<file path="config.mk">
export PLATFORM = sky130hd
export DESIGN_NAME = reorder_buffer_flat
export DESIGN_NICKNAME = d
export VERILOG_FILES = /design/src/rtl/reorder_buffer_if.sv /design/src/rtl/reorder_buffer.sv /design/src/flat_wrapper.sv
export SDC_FILE = /design/constraint.sdc
export NUM_CORES = 1
export LEC_CHECK = 0
export CELL_PAD_IN_SITES_DETAIL_PLACEMENT = 0
export CELL_PAD_IN_SITES_GLOBAL_PLACEMENT = 1
export CORE_MARGIN = 2
export CORE_UTILIZATION = 53
export DETAILED_ROUTE_END_ITERATION = 7
export PLACE_DENSITY_LB_ADDON = 0.1
export SKIP_LAST_GASP = 1
export SYNTH_ARGS = -nofsm -noshare
export SYNTH_HDL_FRONTEND = slang
export SYNTH_SLANG_ARGS = --single-unit
</file>
<file path="constraint.sdc">
create_clock -name clk_in -period 7.3 [get_ports clk_in]
set_input_delay 1.46 -clock clk_in [delete_from_list [all_inputs] [get_ports clk_in]]
set_output_delay 1.46 -clock clk_in [all_outputs]
set_load 0.03 [all_outputs]
</file>
<file path="src/rtl/reorder_buffer_if.sv">
// Reorder buffer port bundle: decode issue, writeback, commit, flush and operand query.
// slave = the reorder buffer itself, master = surrounding core / testbench.
interface reorder_buffer_if #(
  parameter int ROB_WIDTH = 3,
  parameter int REG_WIDTH = 5
);
  logic                 flush;
  logic [31:0]          flush_pc;
  logic                 dec_valid;
  logic [REG_WIDTH-1:0] dec_reg_id;
  logic                 dec_is_branch;
  logic [31:0]          dec_alt_pc;
  logic                 dec_full;
  logic [ROB_WIDTH-1:0] dec_rob_id;
  logic                 wb_valid;
  logic [ROB_WIDTH-1:0] wb_rob_id;
  logic [31:0]          wb_data;
  logic                 wb_mispredict;
  logic [REG_WIDTH-1:0] commit_reg_id;
  logic [31:0]          commit_data;
  logic [ROB_WIDTH-1:0] commit_rob_id;
  logic [ROB_WIDTH-1:0] rob_id_j;
  logic [ROB_WIDTH-1:0] rob_id_k;
  logic                 ready_j;
  logic                 ready_k;
  logic [31:0]          data_j;
  logic [31:0]          data_k;

  modport slave (
    input  dec_valid, dec_reg_id, dec_is_branch, dec_alt_pc,
    input  wb_valid, wb_rob_id, wb_data, wb_mispredict,
    input  rob_id_j, rob_id_k,
    output flush, flush_pc, dec_full, dec_rob_id,
    output commit_reg_id, commit_data, commit_rob_id,
    output ready_j, ready_k, data_j, data_k
  );

  modport master (
    output dec_valid, dec_reg_id, dec_is_branch, dec_alt_pc,
    output wb_valid, wb_rob_id, wb_data, wb_mispredict,
    output rob_id_j, rob_id_k,
    input  flush, flush_pc, dec_full, dec_rob_id,
    input  commit_reg_id, commit_data, commit_rob_id,
    input  ready_j, ready_k, data_j, data_k
  );
endinterface

</file>
<file path="src/rtl/reorder_buffer.sv">
// Circular in-order retirement queue; writeback-to-retire >= 1 cycle, commit/flush registered.
// Backpressure: dec_full stalls the decoder; rdy_in low freezes all state.
module reorder_buffer #(
  parameter int ROB_WIDTH = 3,
  parameter int REG_WIDTH = 5
) (
  input  logic             clk_in,
  input  logic             rst_in,
  input  logic             rdy_in,
  reorder_buffer_if.slave  bus
);
  localparam int ROB_SIZE = 1 << ROB_WIDTH;
  localparam logic [ROB_WIDTH:0]   FULL_CNT = (ROB_WIDTH+1)'(ROB_SIZE);
  localparam logic [ROB_WIDTH-1:0] IDX_ONE  = {{(ROB_WIDTH-1){1'b0}}, 1'b1};
  localparam logic [ROB_WIDTH:0]   CNT_ONE  = {{ROB_WIDTH{1'b0}}, 1'b1};

  logic [ROB_SIZE-1:0]  r_busy;
  logic [ROB_SIZE-1:0]  r_ready;
  logic [ROB_SIZE-1:0]  r_is_br;
  logic [ROB_SIZE-1:0]  r_mispred;
  logic [REG_WIDTH-1:0] r_reg_id [ROB_SIZE];
  logic [31:0]          r_data   [ROB_SIZE];
  logic [31:0]          r_alt_pc [ROB_SIZE];
  logic [ROB_WIDTH-1:0] r_head;
  logic [ROB_WIDTH-1:0] r_tail;
  logic [ROB_WIDTH:0]   r_count;
  logic                 r_flush;
  logic [31:0]          r_flush_pc;
  logic [REG_WIDTH-1:0] r_commit_reg_id;
  logic [31:0]          r_commit_data;
  logic [ROB_WIDTH-1:0] r_commit_rob_id;

  logic w_full, w_active, w_issue, w_wb, w_retire, w_redirect;
  logic w_hit_j, w_hit_k;

  assign w_full     = (r_count == FULL_CNT);
  assign w_active   = rdy_in & ~r_flush;
  assign w_issue    = bus.dec_valid & ~w_full & w_active;
  assign w_wb       = bus.wb_valid & w_active & r_busy[bus.wb_rob_id];
  // Retire looks only at the stored ready bit, never the writeback bypass.
  assign w_retire   = w_active & r_busy[r_head] & r_ready[r_head];
  assign w_redirect = w_retire & r_is_br[r_head] & r_mispred[r_head];

  always_ff @(posedge clk_in or negedge rst_in) begin
    if (!rst_in) begin
      r_head          <= '0;
      r_tail          <= '0;
      r_count         <= '0;
      r_busy          <= '0;
      r_ready         <= '0;
      r_flush         <= 1'b0;
      r_flush_pc      <= '0;
      r_commit_reg_id <= '0;
      r_commit_data   <= '0;
      r_commit_rob_id <= '0;
    end else if (r_flush) begin
      r_head          <= '0;
      r_tail          <= '0;
      r_count         <= '0;
      r_busy          <= '0;
      r_ready         <= '0;
      r_flush         <= 1'b0;
      r_commit_reg_id <= '0;
    end else begin
      r_flush         <= 1'b0;
      r_commit_reg_id <= '0;
      if (w_issue) begin
        r_tail          <= r_tail + IDX_ONE;
        r_busy[r_tail]  <= 1'b1;
        r_ready[r_tail] <= 1'b0;
      end
      if (w_wb) begin
        r_ready[bus.wb_rob_id] <= 1'b1;
      end
      if (w_retire) begin
        r_head          <= r_head + IDX_ONE;
        r_busy[r_head]  <= 1'b0;
        r_ready[r_head] <= 1'b0;
        r_commit_reg_id <= r_reg_id[r_head];
        r_commit_data   <= r_data[r_head];
        r_commit_rob_id <= r_head;
        r_flush         <= w_redirect;
        if (w_redirect) begin
          r_flush_pc <= r_alt_pc[r_head];
        end
      end
      if (w_issue && !w_retire) begin
        r_count <= r_count + CNT_ONE;
      end else if (!w_issue && w_retire) begin
        r_count <= r_count - CNT_ONE;
      end
    end
  end

  // Payload fields are only meaningful while busy, so flush leaves them alone.
  always_ff @(posedge clk_in or negedge rst_in) begin
    if (!rst_in) begin
      r_is_br   <= '0;
      r_mispred <= '0;
      for (int i = 0; i < ROB_SIZE; i++) begin
        r_reg_id[i] <= '0;
        r_data[i]   <= '0;
        r_alt_pc[i] <= '0;
      end
    end else begin
      if (w_issue) begin
        r_reg_id[r_tail]  <= bus.dec_reg_id;
        r_is_br[r_tail]   <= bus.dec_is_branch;
        r_alt_pc[r_tail]  <= bus.dec_alt_pc;
        r_mispred[r_tail] <= 1'b0;
      end
      if (w_wb) begin
        r_data[bus.wb_rob_id]    <= bus.wb_data;
        r_mispred[bus.wb_rob_id] <= bus.wb_mispredict;
      end
    end
  end

  assign w_hit_j = bus.wb_valid & (bus.wb_rob_id == bus.rob_id_j);
  assign w_hit_k = bus.wb_valid & (bus.wb_rob_id == bus.rob_id_k);

  assign bus.ready_j = r_busy[bus.rob_id_j] & (r_ready[bus.rob_id_j] | w_hit_j);
  assign bus.ready_k = r_busy[bus.rob_id_k] & (r_ready[bus.rob_id_k] | w_hit_k);
  assign bus.data_j  = w_hit_j ? bus.wb_data : r_data[bus.rob_id_j];
  assign bus.data_k  = w_hit_k ? bus.wb_data : r_data[bus.rob_id_k];

  assign bus.dec_full      = w_full;
  assign bus.dec_rob_id    = r_tail;
  assign bus.flush         = r_flush;
  assign bus.flush_pc      = r_flush_pc;
  assign bus.commit_reg_id = r_commit_reg_id;
  assign bus.commit_data   = r_commit_data;
  assign bus.commit_rob_id = r_commit_rob_id;
endmodule

</file>
<file path="src/flat_wrapper.sv">
// flat-port wrapper written by rule: the top's interface ports become plain ports
module reorder_buffer_flat 
#(
  parameter int ROB_WIDTH = 3,
  parameter int REG_WIDTH = 5
)
  (clk_in, rst_in, rdy_in, bus_dec_valid, bus_dec_reg_id, bus_dec_is_branch, bus_dec_alt_pc, bus_wb_valid, bus_wb_rob_id, bus_wb_data, bus_wb_mispredict, bus_rob_id_j, bus_rob_id_k, bus_flush, bus_flush_pc, bus_dec_full, bus_dec_rob_id, bus_commit_reg_id, bus_commit_data, bus_commit_rob_id, bus_ready_j, bus_ready_k, bus_data_j, bus_data_k);
  reorder_buffer_if #(.ROB_WIDTH(ROB_WIDTH), .REG_WIDTH(REG_WIDTH)) bus_i ();
  input  logic clk_in;
  input  logic rst_in;
  input  logic rdy_in;
  input wire logic [$bits(bus_i.dec_valid)-1:0] bus_dec_valid;
  input wire logic [$bits(bus_i.dec_reg_id)-1:0] bus_dec_reg_id;
  input wire logic [$bits(bus_i.dec_is_branch)-1:0] bus_dec_is_branch;
  input wire logic [$bits(bus_i.dec_alt_pc)-1:0] bus_dec_alt_pc;
  input wire logic [$bits(bus_i.wb_valid)-1:0] bus_wb_valid;
  input wire logic [$bits(bus_i.wb_rob_id)-1:0] bus_wb_rob_id;
  input wire logic [$bits(bus_i.wb_data)-1:0] bus_wb_data;
  input wire logic [$bits(bus_i.wb_mispredict)-1:0] bus_wb_mispredict;
  input wire logic [$bits(bus_i.rob_id_j)-1:0] bus_rob_id_j;
  input wire logic [$bits(bus_i.rob_id_k)-1:0] bus_rob_id_k;
  output wire logic [$bits(bus_i.flush)-1:0] bus_flush;
  output wire logic [$bits(bus_i.flush_pc)-1:0] bus_flush_pc;
  output wire logic [$bits(bus_i.dec_full)-1:0] bus_dec_full;
  output wire logic [$bits(bus_i.dec_rob_id)-1:0] bus_dec_rob_id;
  output wire logic [$bits(bus_i.commit_reg_id)-1:0] bus_commit_reg_id;
  output wire logic [$bits(bus_i.commit_data)-1:0] bus_commit_data;
  output wire logic [$bits(bus_i.commit_rob_id)-1:0] bus_commit_rob_id;
  output wire logic [$bits(bus_i.ready_j)-1:0] bus_ready_j;
  output wire logic [$bits(bus_i.ready_k)-1:0] bus_ready_k;
  output wire logic [$bits(bus_i.data_j)-1:0] bus_data_j;
  output wire logic [$bits(bus_i.data_k)-1:0] bus_data_k;
  assign bus_i.dec_valid = bus_dec_valid;
  assign bus_i.dec_reg_id = bus_dec_reg_id;
  assign bus_i.dec_is_branch = bus_dec_is_branch;
  assign bus_i.dec_alt_pc = bus_dec_alt_pc;
  assign bus_i.wb_valid = bus_wb_valid;
  assign bus_i.wb_rob_id = bus_wb_rob_id;
  assign bus_i.wb_data = bus_wb_data;
  assign bus_i.wb_mispredict = bus_wb_mispredict;
  assign bus_i.rob_id_j = bus_rob_id_j;
  assign bus_i.rob_id_k = bus_rob_id_k;
  assign bus_flush = bus_i.flush;
  assign bus_flush_pc = bus_i.flush_pc;
  assign bus_dec_full = bus_i.dec_full;
  assign bus_dec_rob_id = bus_i.dec_rob_id;
  assign bus_commit_reg_id = bus_i.commit_reg_id;
  assign bus_commit_data = bus_i.commit_data;
  assign bus_commit_rob_id = bus_i.commit_rob_id;
  assign bus_ready_j = bus_i.ready_j;
  assign bus_ready_k = bus_i.ready_k;
  assign bus_data_j = bus_i.data_j;
  assign bus_data_k = bus_i.data_k;
  reorder_buffer #(.ROB_WIDTH(ROB_WIDTH), .REG_WIDTH(REG_WIDTH)) u_core (.clk_in(clk_in), .rst_in(rst_in), .rdy_in(rdy_in), .bus(bus_i));
endmodule
</file>
* Yosys cells after proc, flatten, opt, wreduce, memory -nomap -nowiden *
Index checks and enable logic that the tools add are counted.

operators by class
  eq/ne operators = 3
  bitwise operators = 30
  add/sub/neg operators = 4
  order comparisons = 15
  reductions and logical operators = 14
  mux-type cells = 75

operators with widths
  operator                                                           count
  bitwise mux 256 bit                                                2
  binary-select mux 32 bit (select 3 bit)                            4
  two-way mux 32 bit                                                 12
  demux 32 bit (select 3 bit)                                        2
  two-way mux 8 bit                                                  12
  bitwise mux 40 bit                                                 1
  bitwise AND 8 bit                                                  4
  binary-select mux 1 bit (select 3 bit)                             9
  two-way mux 5 bit                                                  5
  greater-or-equal comparator 4 bit, second input constant           5
  less-than comparator 3 x 4 -> 1 bit, second input constant         5
  inverter 3 -> 4 bit                                                5
  bitwise mux 8 bit                                                  2
  inverter 8 bit                                                     2
  bitwise OR 8 bit                                                   2
  binary-select mux 5 bit (select 3 bit)                             1
  demux 5 bit (select 3 bit)                                         1
  two-way mux 1 bit                                                  14
  bitwise AND 1 bit                                                  13
  two-way mux 3 bit                                                  4
  two-way mux 4 bit                                                  3
  demux 1 bit (select 3 bit)                                         3
  greater-or-equal comparator 3 x 1 -> 1 bit, second input constant  3
  less-than comparator 4 x 1 -> 1 bit, second input constant         2
  other kinds (13)                                                   25

word-level totals
  word-level logic and storage cells = 177
  input bits = 85
  bits in registers = 667

* Depth between registers and ports, before layout *
Gate-level depths: netlist of run 1.

  word-level depth = 14
  gate-level depth with buffers = 16

* Worst setup path before layout of run 1 *
Ideal clock, no wire load.

  path type = input to output
  start = input port bus_rob_id_j[1]
  end = output port bus_ready_j
  stages = 6
  buffers on the path = 3
  required time = 5840 ps
  data arrival time = 3363 ps
  path slack = 2477 ps
  path through = clkbuf_1 clkbuf_1 buf_1 mux4_2 o21ai_0 o21ai_0

on the way
  cells in the longest elaborated chain, start to end = 4

ends and longest elaborated chain
  what                                                                           RTL line                                      text
  start: declaration                                                             flat_wrapper.sv:20                            input wire logic [$bits(bus_i.rob_id_j)-1:0] bus_rob_id_j;
  binary-select mux 1 bit (select 3 bit) or equality test 3 bit (tied branches)  reorder_buffer.sv:122, reorder_buffer.sv:119
  two-way mux 1 bit (implied by the code) or bitwise AND 1 bit (tied branches)   reorder_buffer.sv:122, reorder_buffer.sv:119
  bitwise OR 1 bit                                                               reorder_buffer.sv:122                         assign bus.ready_j = r_busy[bus.rob_id_j] & (r_ready[bus.rob_id_j] | w_hit_j);
  bitwise AND 1 bit *                                                            reorder_buffer.sv:122
  end: declaration                                                               flat_wrapper.sv:29                            output wire logic [$bits(bus_i.ready_j)-1:0] bus_ready_j;

Every way passes the cells marked *; elsewhere a longest branch is shown, timed or not. The select of a mux whose other input is x is not followed.

* Worst setup path after layout of run 1 *
  start = input port bus_wb_rob_id[2]
  end = output port bus_ready_j

on the way
  cells in the longest elaborated chain, start to end = 4

ends and longest elaborated chain
  what                 RTL line               text
  start: declaration   flat_wrapper.sv:17     input wire logic [$bits(bus_i.wb_rob_id)-1:0] bus_wb_rob_id;
  equality test 3 bit  reorder_buffer.sv:119  assign w_hit_j = bus.wb_valid & (bus.wb_rob_id == bus.rob_id_j);
  bitwise AND 1 bit    reorder_buffer.sv:119
  bitwise OR 1 bit     reorder_buffer.sv:122
  bitwise AND 1 bit    reorder_buffer.sv:122

No other way between the ends.

==> results of run 1 <==
## worst register-to-register path: cells and delay by family (launching register included)
kind / cells / cell delay (ns)
AOI/OAI and AO/OA: 2 / 1.14
muxes: 1 / 0.39
DFF: 1 / 1.05
buffers and inverters: 2 / 0.97
and+or+nand+nor: 3 / 1.03
## synthesized netlist by cell type, types with 2 or more instances
| library cell | instances |
|---|---|
| sky130_fd_sc_hd__nor2_1 | 149 |
| sky130_fd_sc_hd__or3_1 | 3 |
| sky130_fd_sc_hd__nor2_2 | 3 |
| sky130_fd_sc_hd__nor3_1 | 12 |
| sky130_fd_sc_hd__xor2_1 | 3 |
| sky130_fd_sc_hd__nor2b_1 | 7 |
| sky130_fd_sc_hd__a2111o_1 | 2 |
| sky130_fd_sc_hd__a21o_1 | 2 |
| sky130_fd_sc_hd__nand3b_1 | 3 |
| sky130_fd_sc_hd__nand2_1 | 57 |
| sky130_fd_sc_hd__nand4b_1 | 2 |
| sky130_fd_sc_hd__o21ai_0 | 82 |
| sky130_fd_sc_hd__buf_1 | 44 |
| sky130_fd_sc_hd__a22oi_1 | 66 |
| sky130_fd_sc_hd__or2_1 | 3 |
| sky130_fd_sc_hd__ha_1 | 5 |
| sky130_fd_sc_hd__buf_6 | 8 |
| sky130_fd_sc_hd__dfrtp_1 | 667 |
| sky130_fd_sc_hd__a211oi_1 | 8 |
| sky130_fd_sc_hd__buf_2 | 83 |
| sky130_fd_sc_hd__a21oi_1 | 174 |
| sky130_fd_sc_hd__o22a_1 | 32 |
| sky130_fd_sc_hd__o22ai_1 | 33 |
| sky130_fd_sc_hd__and3_1 | 4 |
| sky130_fd_sc_hd__o211ai_1 | 2 |
| sky130_fd_sc_hd__xnor2_1 | 8 |
| sky130_fd_sc_hd__a31oi_1 | 3 |
| sky130_fd_sc_hd__a311oi_1 | 2 |
| sky130_fd_sc_hd__nor3b_1 | 2 |
| sky130_fd_sc_hd__mux2_2 | 663 |
| sky130_fd_sc_hd__nand3_1 | 4 |
| sky130_fd_sc_hd__mux2_4 | 29 |
| sky130_fd_sc_hd__clkbuf_2 | 18 |
| sky130_fd_sc_hd__mux4_2 | 144 |
| sky130_fd_sc_hd__nor4_1 | 2 |
| sky130_fd_sc_hd__nand2b_1 | 8 |
| sky130_fd_sc_hd__and2_1 | 2 |
| sky130_fd_sc_hd__inv_1 | 12 |
| sky130_fd_sc_hd__mux2i_1 | 176 |
| sky130_fd_sc_hd__nand4_1 | 4 |
| sky130_fd_sc_hd__clkbuf_1 | 93 |
## cell type report
type | instances | area [um2]
fillers | 5054 | 24800
multi-input cells | 1712 | 16800
flip-flops and latches | 667 | 16700
repair buffers | 280 | 2700
clock buffers | 112 | 2150
well taps | 855 | 1070
clock inverters | 16 | 224
inverters | 13 | 48.8
diodes | 1 | 2.50
## worst paths after layout
check	slack [ns]	end	cells after the start
hold reg to reg	0.48	u_core.bus.commit_data[25]	2
max in group asynchronous	4.86	u_core.r_alt_pc[36]	2
min in group asynchronous	0.90	u_core.bus.commit_data[19]	1
hold / removal	0.48	u_core.bus.commit_data[25]	2
setup reg to reg	2.60	u_core.bus.flush_pc[1]	8
setup / recovery	1.70	bus_ready_j	8
## cells by family (layout without fill, tap and decap cells)
logic type / Yosys count / in the layout / synth area share, %
compound gates: 414 / 414 / 7.23
xor+xnor: 11 / 11 / 0.278
fa+ha+maj: 6 / 6 / 0.238
buf+inv: 260 / 421 / 3.37
flops: 667 / 667 / 48.2
mux: 1012 / 1012 / 37.3
other cells: 0 / 1 / 0
simple gates: 269 / 269 / 3.42
## per-stage QoR
step	setup slack (ns)	instance area [um2]	hold slack [ns]
final	1.70	39800	0.481
after global routing	1.48	39800	0.511
after CTS	1.70	39700	0.483
after detailed placement	1.71	37400	0.471
after global placement	1.76	37400	0.468
after floorplan	2.48	34600	0.469
## flip-flops by register name (all words and copies together), names as in the netlist, 4 cells and up
| register | count |
|---|---|
| u_core.r_alt_pc | 256 |
| u_core.r_data | 256 |
| u_core.r_reg_id | 40 |
| u_core.bus.commit_data | 32 |
| u_core.bus.flush_pc | 32 |
| u_core.r_busy | 8 |
| u_core.r_is_br | 8 |
| u_core.r_mispred | 8 |
| u_core.r_ready | 8 |
| u_core.bus.commit_reg_id | 5 |
| u_core.r_count | 4 |
## routing by layer
metal	wire [um]	global-route usage [%]	vias to the layer above
li1	-	-	10026
met1	39400	37.8	12078
met5	41	0	-
met2	46500	47.4	696
met3	5720	4.67	167
met4	2330	9.08	6
## power breakdown
group | internal (uW) | leakage [uW] | switching, uW | total [uW]
combinational | 3430 | 0.00763 | 3230 | 6660
sequential | 5220 | 0.00856 | 1270 | 6500
clock | 2210 | 0.00117 | 1490 | 3700
total | 10900 | 0.0174 | 5990 | 16900
==> out/results.txt, run 1 <==
Static Leakage -> 0.0174 uW
TritonCTS clock tree -> done
layout overhead on the synthesized area -> 14.8%
buffer cell driving the clock tree root -> sky130_fd_sc_hd__clkbuf_16
result of the run -> finished clean
number of cells upsized or downsized after cts -> 0
Syn Inst Count -> 2,639
final critical-path share of the clock period -> 76.8%
synthesized flop and latch total -> 667
Final Setup Violations -> 0
net count after synthesis -> 2,730
Max Fclk -> 178 MHz
Final Max Tran Viols -> 0
total of max-cap violations -> 0
die area -> 67,400 um2
global-route wire length before repair -> 147 mm
source of the worst hold timing path -> u_core.bus.commit_data[25]
I/O Pins -> 228
final cell utilization of the core -> 61.6%
Startpoint Class -> primary input
power density of the placed cells -> 424 nW/um2
most frequent cells in the layout -> sky130_fd_sc_hd__dfrtp_1, sky130_fd_sc_hd__mux2_2, sky130_fd_sc_hd__clkdlybuf4s50_1
area fraction of the dominant cell type after synthesis -> 48.2%
via count -> 22,973
CTS buffer count -> 74
arrival time at the worst endpoint -> 4.14 ns
final wirelength -> 94.0 mm
height of the die -> 260 um
core region area -> 64,600 um2
drt initial violations -> 1,671
headroom to the max-slew limit -> 22.6%
via count of the first global-routing pass -> 24,349
buffering stage count on the worst path with inverters included -> 4
detailed-route DRC error count -> 0
launch point of the critical path -> bus_wb_rob_id[2]
largest stage delay on the critical path -> 0.83 ns
total routing resource utilization after global routing -> 28.3%
ordered cell list for the critical path -> clkdlybuf4s50_1 > xnor2_1 > nand4_1 > buf_4 > inv_1 > o21ai_0 > o21ai_0 > clkdlybuf4s50_1
worst-path fanout max -> 31
dominant cells by area after synthesis -> sky130_fd_sc_hd__dfrtp_1, sky130_fd_sc_hd__mux2_2, sky130_fd_sc_hd__mux4_2, sky130_fd_sc_hd__mux2i_1, sky130_fd_sc_hd__a21oi_1
count of H-tree levels built during CTS -> 3
Setup crit end kind -> primary output
Layout Cells excl Fill -> 3,656
Reg2Reg Launch Point -> u_core.r_head[1]
Hold Crit Class -> reg2reg
post-CTS repair timing setup buffer count -> 0
initial antenna violation count -> 4
sequential element share of the synthesized area -> 48.2%
post-DP HPWL -> 55.5 mm
share of synthesized flip-flops with an asynchronous set or reset -> 100%
final weighted congestion of routability-driven global placement -> 0.801
netlist area before placement -> 34,600 um2
maximum VDD drop -> 257 uV
Post-synth EDFFs -> 0
iteration count of the initial detailed-routing pass -> 5
DR vias/cell -> 6.28
WL per Instance -> 25.7 um
clk_lat worst skew -> 0.61 ns
count of antenna-violating nets left after detailed routing -> 0
slew at the pin with the worst max-slew slack -> 1.16 ns
fraction of layout cells with a size suffix above 1 -> 36.8%
critical-path cell with the highest stage delay -> sky130_fd_sc_hd__clkdlybuf4s50_1
most frequently used flop master after synthesis -> sky130_fd_sc_hd__dfrtp_1
pin count of the biggest net entering global routing -> 155
syn_area_per_cell -> 13.1 um2
Post-CTS Hold Buffers -> 0
Critical Setup Path Class -> in2out
horizontal die dimension -> 260 um
input/output buffers -> 227
Max Root-Sink Buffers -> 3
initial cell density of the core -> 53.6%
number of sinks on the clock net -> 667
cell type with the highest aggregate area in the netlist -> sky130_fd_sc_hd__dfrtp_1
count of standard-cell rows -> 93
Final Power -> 16,900 uW
CTS clock-pin slew for the worst setup and hold paths -> 0.06 ns
data required time of the worst path -> 5.84 ns
count of different cell masters after synthesis -> 56
final critical path time including I/O delays and setup -> 5.60 ns
Remaining Overflow, GRT -> 0
most common cell after layout, fill and taps aside -> sky130_fd_sc_hd__dfrtp_1
unrepaired setup endpoints after global routing -> no
CP delay by family, top -> buffers and inverters
number of placed cells counting well taps -> 3,527
total negative slack for setup checks -> 0 ns
setup clock skew after layout -> 0.0254 ns
Yosys Warn Count -> 0
endpoints failing hold -> 0
Final Net Count -> 2,839
Power figures use the tool's default switching activity.
==> run 2: changes to the inputs <==
- CORE_UTILIZATION: 53 -> 45
- clock period: 7.3 -> 4.5 ns (I/O delays scaled with it)
==> out/results.txt, run 2 (synthesized netlist as in run 1, its figures left out) <==
result of the run -> finished clean (unchanged)
buffer cell driving the clock tree root -> sky130_fd_sc_hd__clkbuf_16 (unchanged)
total routing resource utilization after global routing -> 25.4% (was 28.3%)
worst-path fanout max -> 42 (was 31)
count of H-tree levels built during CTS -> 3 (unchanged)
total of max-cap violations -> 0 (unchanged)
instance count on the critical path -> 6 (was 8)
CTS clock-pin slew for the worst setup and hold paths -> 0.06 ns (about the same)
Hold Crit Class -> in2async (was reg2reg)
height of the die -> 281 um (was 260 um)
setup slack on the worst flop-to-flop path -> 0.85 ns (was 2.60 ns)
slack of the critical path -> 0.487 ns (was 1.70 ns)
CTS buffer count -> 77 (was 74)
Max Root-Sink Buffers -> 3 (unchanged)
post-route cell area -> 40,600 um2 (was 39,800 um2)
Critical Setup Path Class -> in2out (unchanged)
critical-path cell with the highest stage delay -> sky130_fd_sc_hd__clkdlybuf4s50_1 (unchanged)
total negative slack for setup checks -> 0 ns (unchanged)
final cell utilization of the core -> 53.3% (was 61.6%)
setup clock skew after layout -> 0.0157 ns (was 0.0254 ns)
I/O Pins -> 228 (unchanged)
initial antenna violation count -> 3 (was 4)
layout overhead on the synthesized area -> 17.2% (was 14.8%)
most frequent cells in the layout -> sky130_fd_sc_hd__dfrtp_1, sky130_fd_sc_hd__mux2_2, sky130_fd_sc_hd__mux2i_1 (was sky130_fd_sc_hd__dfrtp_1, sky130_fd_sc_hd__mux2_2, sky130_fd_sc_hd__clkdlybuf4s50_1)
number of sinks on the clock net -> 667 (unchanged)
post-DP HPWL -> 60.9 mm (was 55.5 mm)
Cell Area, Placed -> 38,100 um2 (was 37,400 um2)
Static Leakage -> 0.0178 uW (was 0.0174 uW)
Final Max Tran Viols -> 0 (unchanged)
Setup crit end kind -> primary output (unchanged)
global-route wire length before repair -> 152 mm (was 147 mm)
launch point of the critical path -> bus_wb_valid (was bus_wb_rob_id[2])
Max Fclk -> 249 MHz
worst-case reg-to-reg path depth -> 12 (was 8)
Post-CTS Hold Buffers -> 0 (unchanged)
drt initial violations -> 1,579 (was 1,671)
count of antenna-violating nets left after detailed routing -> 0 (unchanged)
final critical-path share of the clock period -> 89.2%
fraction of layout cells with a size suffix above 1 -> 39.9% (was 36.8%)
post-CTS repair timing setup buffer count -> 0 (unchanged)
headroom to the max-slew limit -> 15.7% (was 22.6%)
CP delay by family, top -> buffers and inverters (unchanged)
power density of the placed cells -> 682 nW/um2 (was 424 nW/um2)
cell with the most instances on the worst path -> sky130_fd_sc_hd__clkdlybuf4s50_1
buffering stage count on the worst path with inverters included -> 3 (was 4)
final antenna diode count -> 0 (was 1)
most common cell after layout, fill and taps aside -> sky130_fd_sc_hd__dfrtp_1 (unchanged)
via count -> 23,044 (was 22,973)
Final Setup Violations -> 0 (unchanged)
slew at the pin with the worst max-slew slack -> 1.26 ns (was 1.16 ns)
WL per Instance -> 25.7 um (about the same)
final critical path time including I/O delays and setup -> 4.01 ns
Remaining Overflow, GRT -> 0 (unchanged)
final weighted congestion of routability-driven global placement -> 0.787 (was 0.801)
pin count of the biggest net entering global routing -> 108 (was 155)
final wirelength -> 99.7 mm (was 94.0 mm)
detailed-route DRC error count -> 0 (unchanged)
end of the worst register-to-register path -> u_core.r_count[3] (was u_core.bus.flush_pc[1])
clk_lat worst skew -> 0.62 ns (was 0.61 ns)
endpoints failing hold -> 0 (unchanged)
core region area -> 76,100 um2 (was 64,600 um2)
unrepaired setup endpoints after global routing -> no (unchanged)
registers with the most flip-flops -> u_core.r_alt_pc (256), u_core.r_data (256), u_core.r_reg_id (40) (unchanged)
horizontal die dimension -> 281 um (was 260 um)
TritonCTS clock tree -> done (unchanged)
die area -> 79,200 um2 (was 67,400 um2)
via count of the first global-routing pass -> 24,150 (was 24,349)
ordered cell list for the critical path -> clkdlybuf4s50_1 > nand4_1 > buf_4 > nor2_1 > a21oi_1 > clkdlybuf4s50_1 (was clkdlybuf4s50_1 > xnor2_1 > nand4_1 > buf_4 > inv_1 > o21ai_0 > o21ai_0 > clkdlybuf4s50_1)
arrival time at the worst endpoint -> 3.11 ns (was 4.14 ns)
data required time of the worst path -> 3.60 ns (was 5.84 ns)
termination of the worst setup path -> bus_data_k[16] (was bus_ready_j)
DP Worst Slack -> 0.506 ns (was 1.71 ns)
Startpoint Class -> primary input (unchanged)
count of standard-cell rows -> 101 (was 93)
iteration count of the initial detailed-routing pass -> 7 (was 5)
DR vias/cell -> 5.95 (was 6.28)
number of cells upsized or downsized after cts -> 0 (unchanged)
Final Net Count -> 2,880 (was 2,839)
input/output buffers -> 227 (unchanged)
largest stage delay on the critical path -> 0.69 ns (was 0.83 ns)
maximum VDD drop -> 486 uV (was 257 uV)
Reg2Reg Launch Point -> u_core.r_head[1] (unchanged)
initial cell density of the core -> 45.5% (was 53.6%)
## run 2: cell count changes in the layout (fill, tap and decap cells not counted), sizes merged
cell | previous run | this run
inv | 15 | 16
bufinv | 5 | 4
buf | 60 | 158
clkdlybuf4s50 | 220 | 160
clkbuf | 112 | 116
clkinv | 9 | 13
diode | 1 | 0
## run 2: through the flow
step / hold WS, ns / cells / total power, uW
3_3_place_gp: 0.465 / 3740 / 21200
4_1_cts: 0.302 / 3876 / 27900
3_5_place_dp: 0.470 / 3740 / 21600
5_1_grt: 0.338 / 3876 / 29200
2_1_floorplan: 0.469 / 2639 / 17800
6_report: 0.289 / 3876 / 27700
## run 2: per-layer routing
layer  vias to the layer above  part of all wire, %  wire length (um)  GRT usage, %
li1                      10096                    -                 -             -
met1                     12219                   43             42500          33.4
met2                       574                   50             50200          44.0
met3                       149                  4.5              4520          3.49
met4                         6                  2.4              2370          7.26
met5                         -                0.038                38             0
## run 2: worst reg2reg max path: cells and delay by family, from the launching register on
family,cells,cell delay [ns]
AO/OA/AOI/OAI,4,0.83
XOR/XNOR,1,0.09
adder cells (fa/ha/maj),2,0.58
buffers and inverters,1,0.08
flip-flops,1,0.74
AND/OR/NAND/NOR,4,1.26
## run 2: final cells by class
cell class                      instances  area, um2
Tap cell                             1030       1290
Timing Repair Buffer                  318       3200
Sequential cell                       667      16700
Fill cell                            6557      35500
Multi-Input combinational cell       1712      16800
Inverter                               13       48.8
Clock buffer                          116       2240
Clock inverter                         20        234
## run 2: worst min-delay path by stage
stage | from | to | slack [ns] | depth (start not counted)
2_1_floorplan | u_core.r_mispred[5] | u_core.r_mispred[5] | 0.47 | 2
3_3_place_gp | u_core.bus.commit_data[22] | u_core.bus.commit_data[22] | 0.47 | 2
3_5_place_dp | u_core.bus.commit_data[22] | u_core.bus.commit_data[22] | 0.47 | 2
4_1_cts | rst_in | u_core.r_data[52] | 0.30 | 1
5_1_grt | rst_in | u_core.r_data[52] | 0.34 | 1
6_report | rst_in | u_core.r_data[244] | 0.29 | 1
## run 2: power breakdown
group | internal [uW] | leakage (uW) | switching, uW
Sequential | 8480 | 0.00856 | 1880
Combinational | 5610 | 0.00805 | 5500
Clock | 3670 | 0.00122 | 2510
Total | 17800 | 0.0178 | 9890
==> run 3: changes to the inputs <==
- SETUP_SLACK_MARGIN: unset -> 0.1
- TNS_END_PERCENT: unset -> 30
==> results of run 3 <==
Final layout, timing and power as in run 2 (identical DEF).
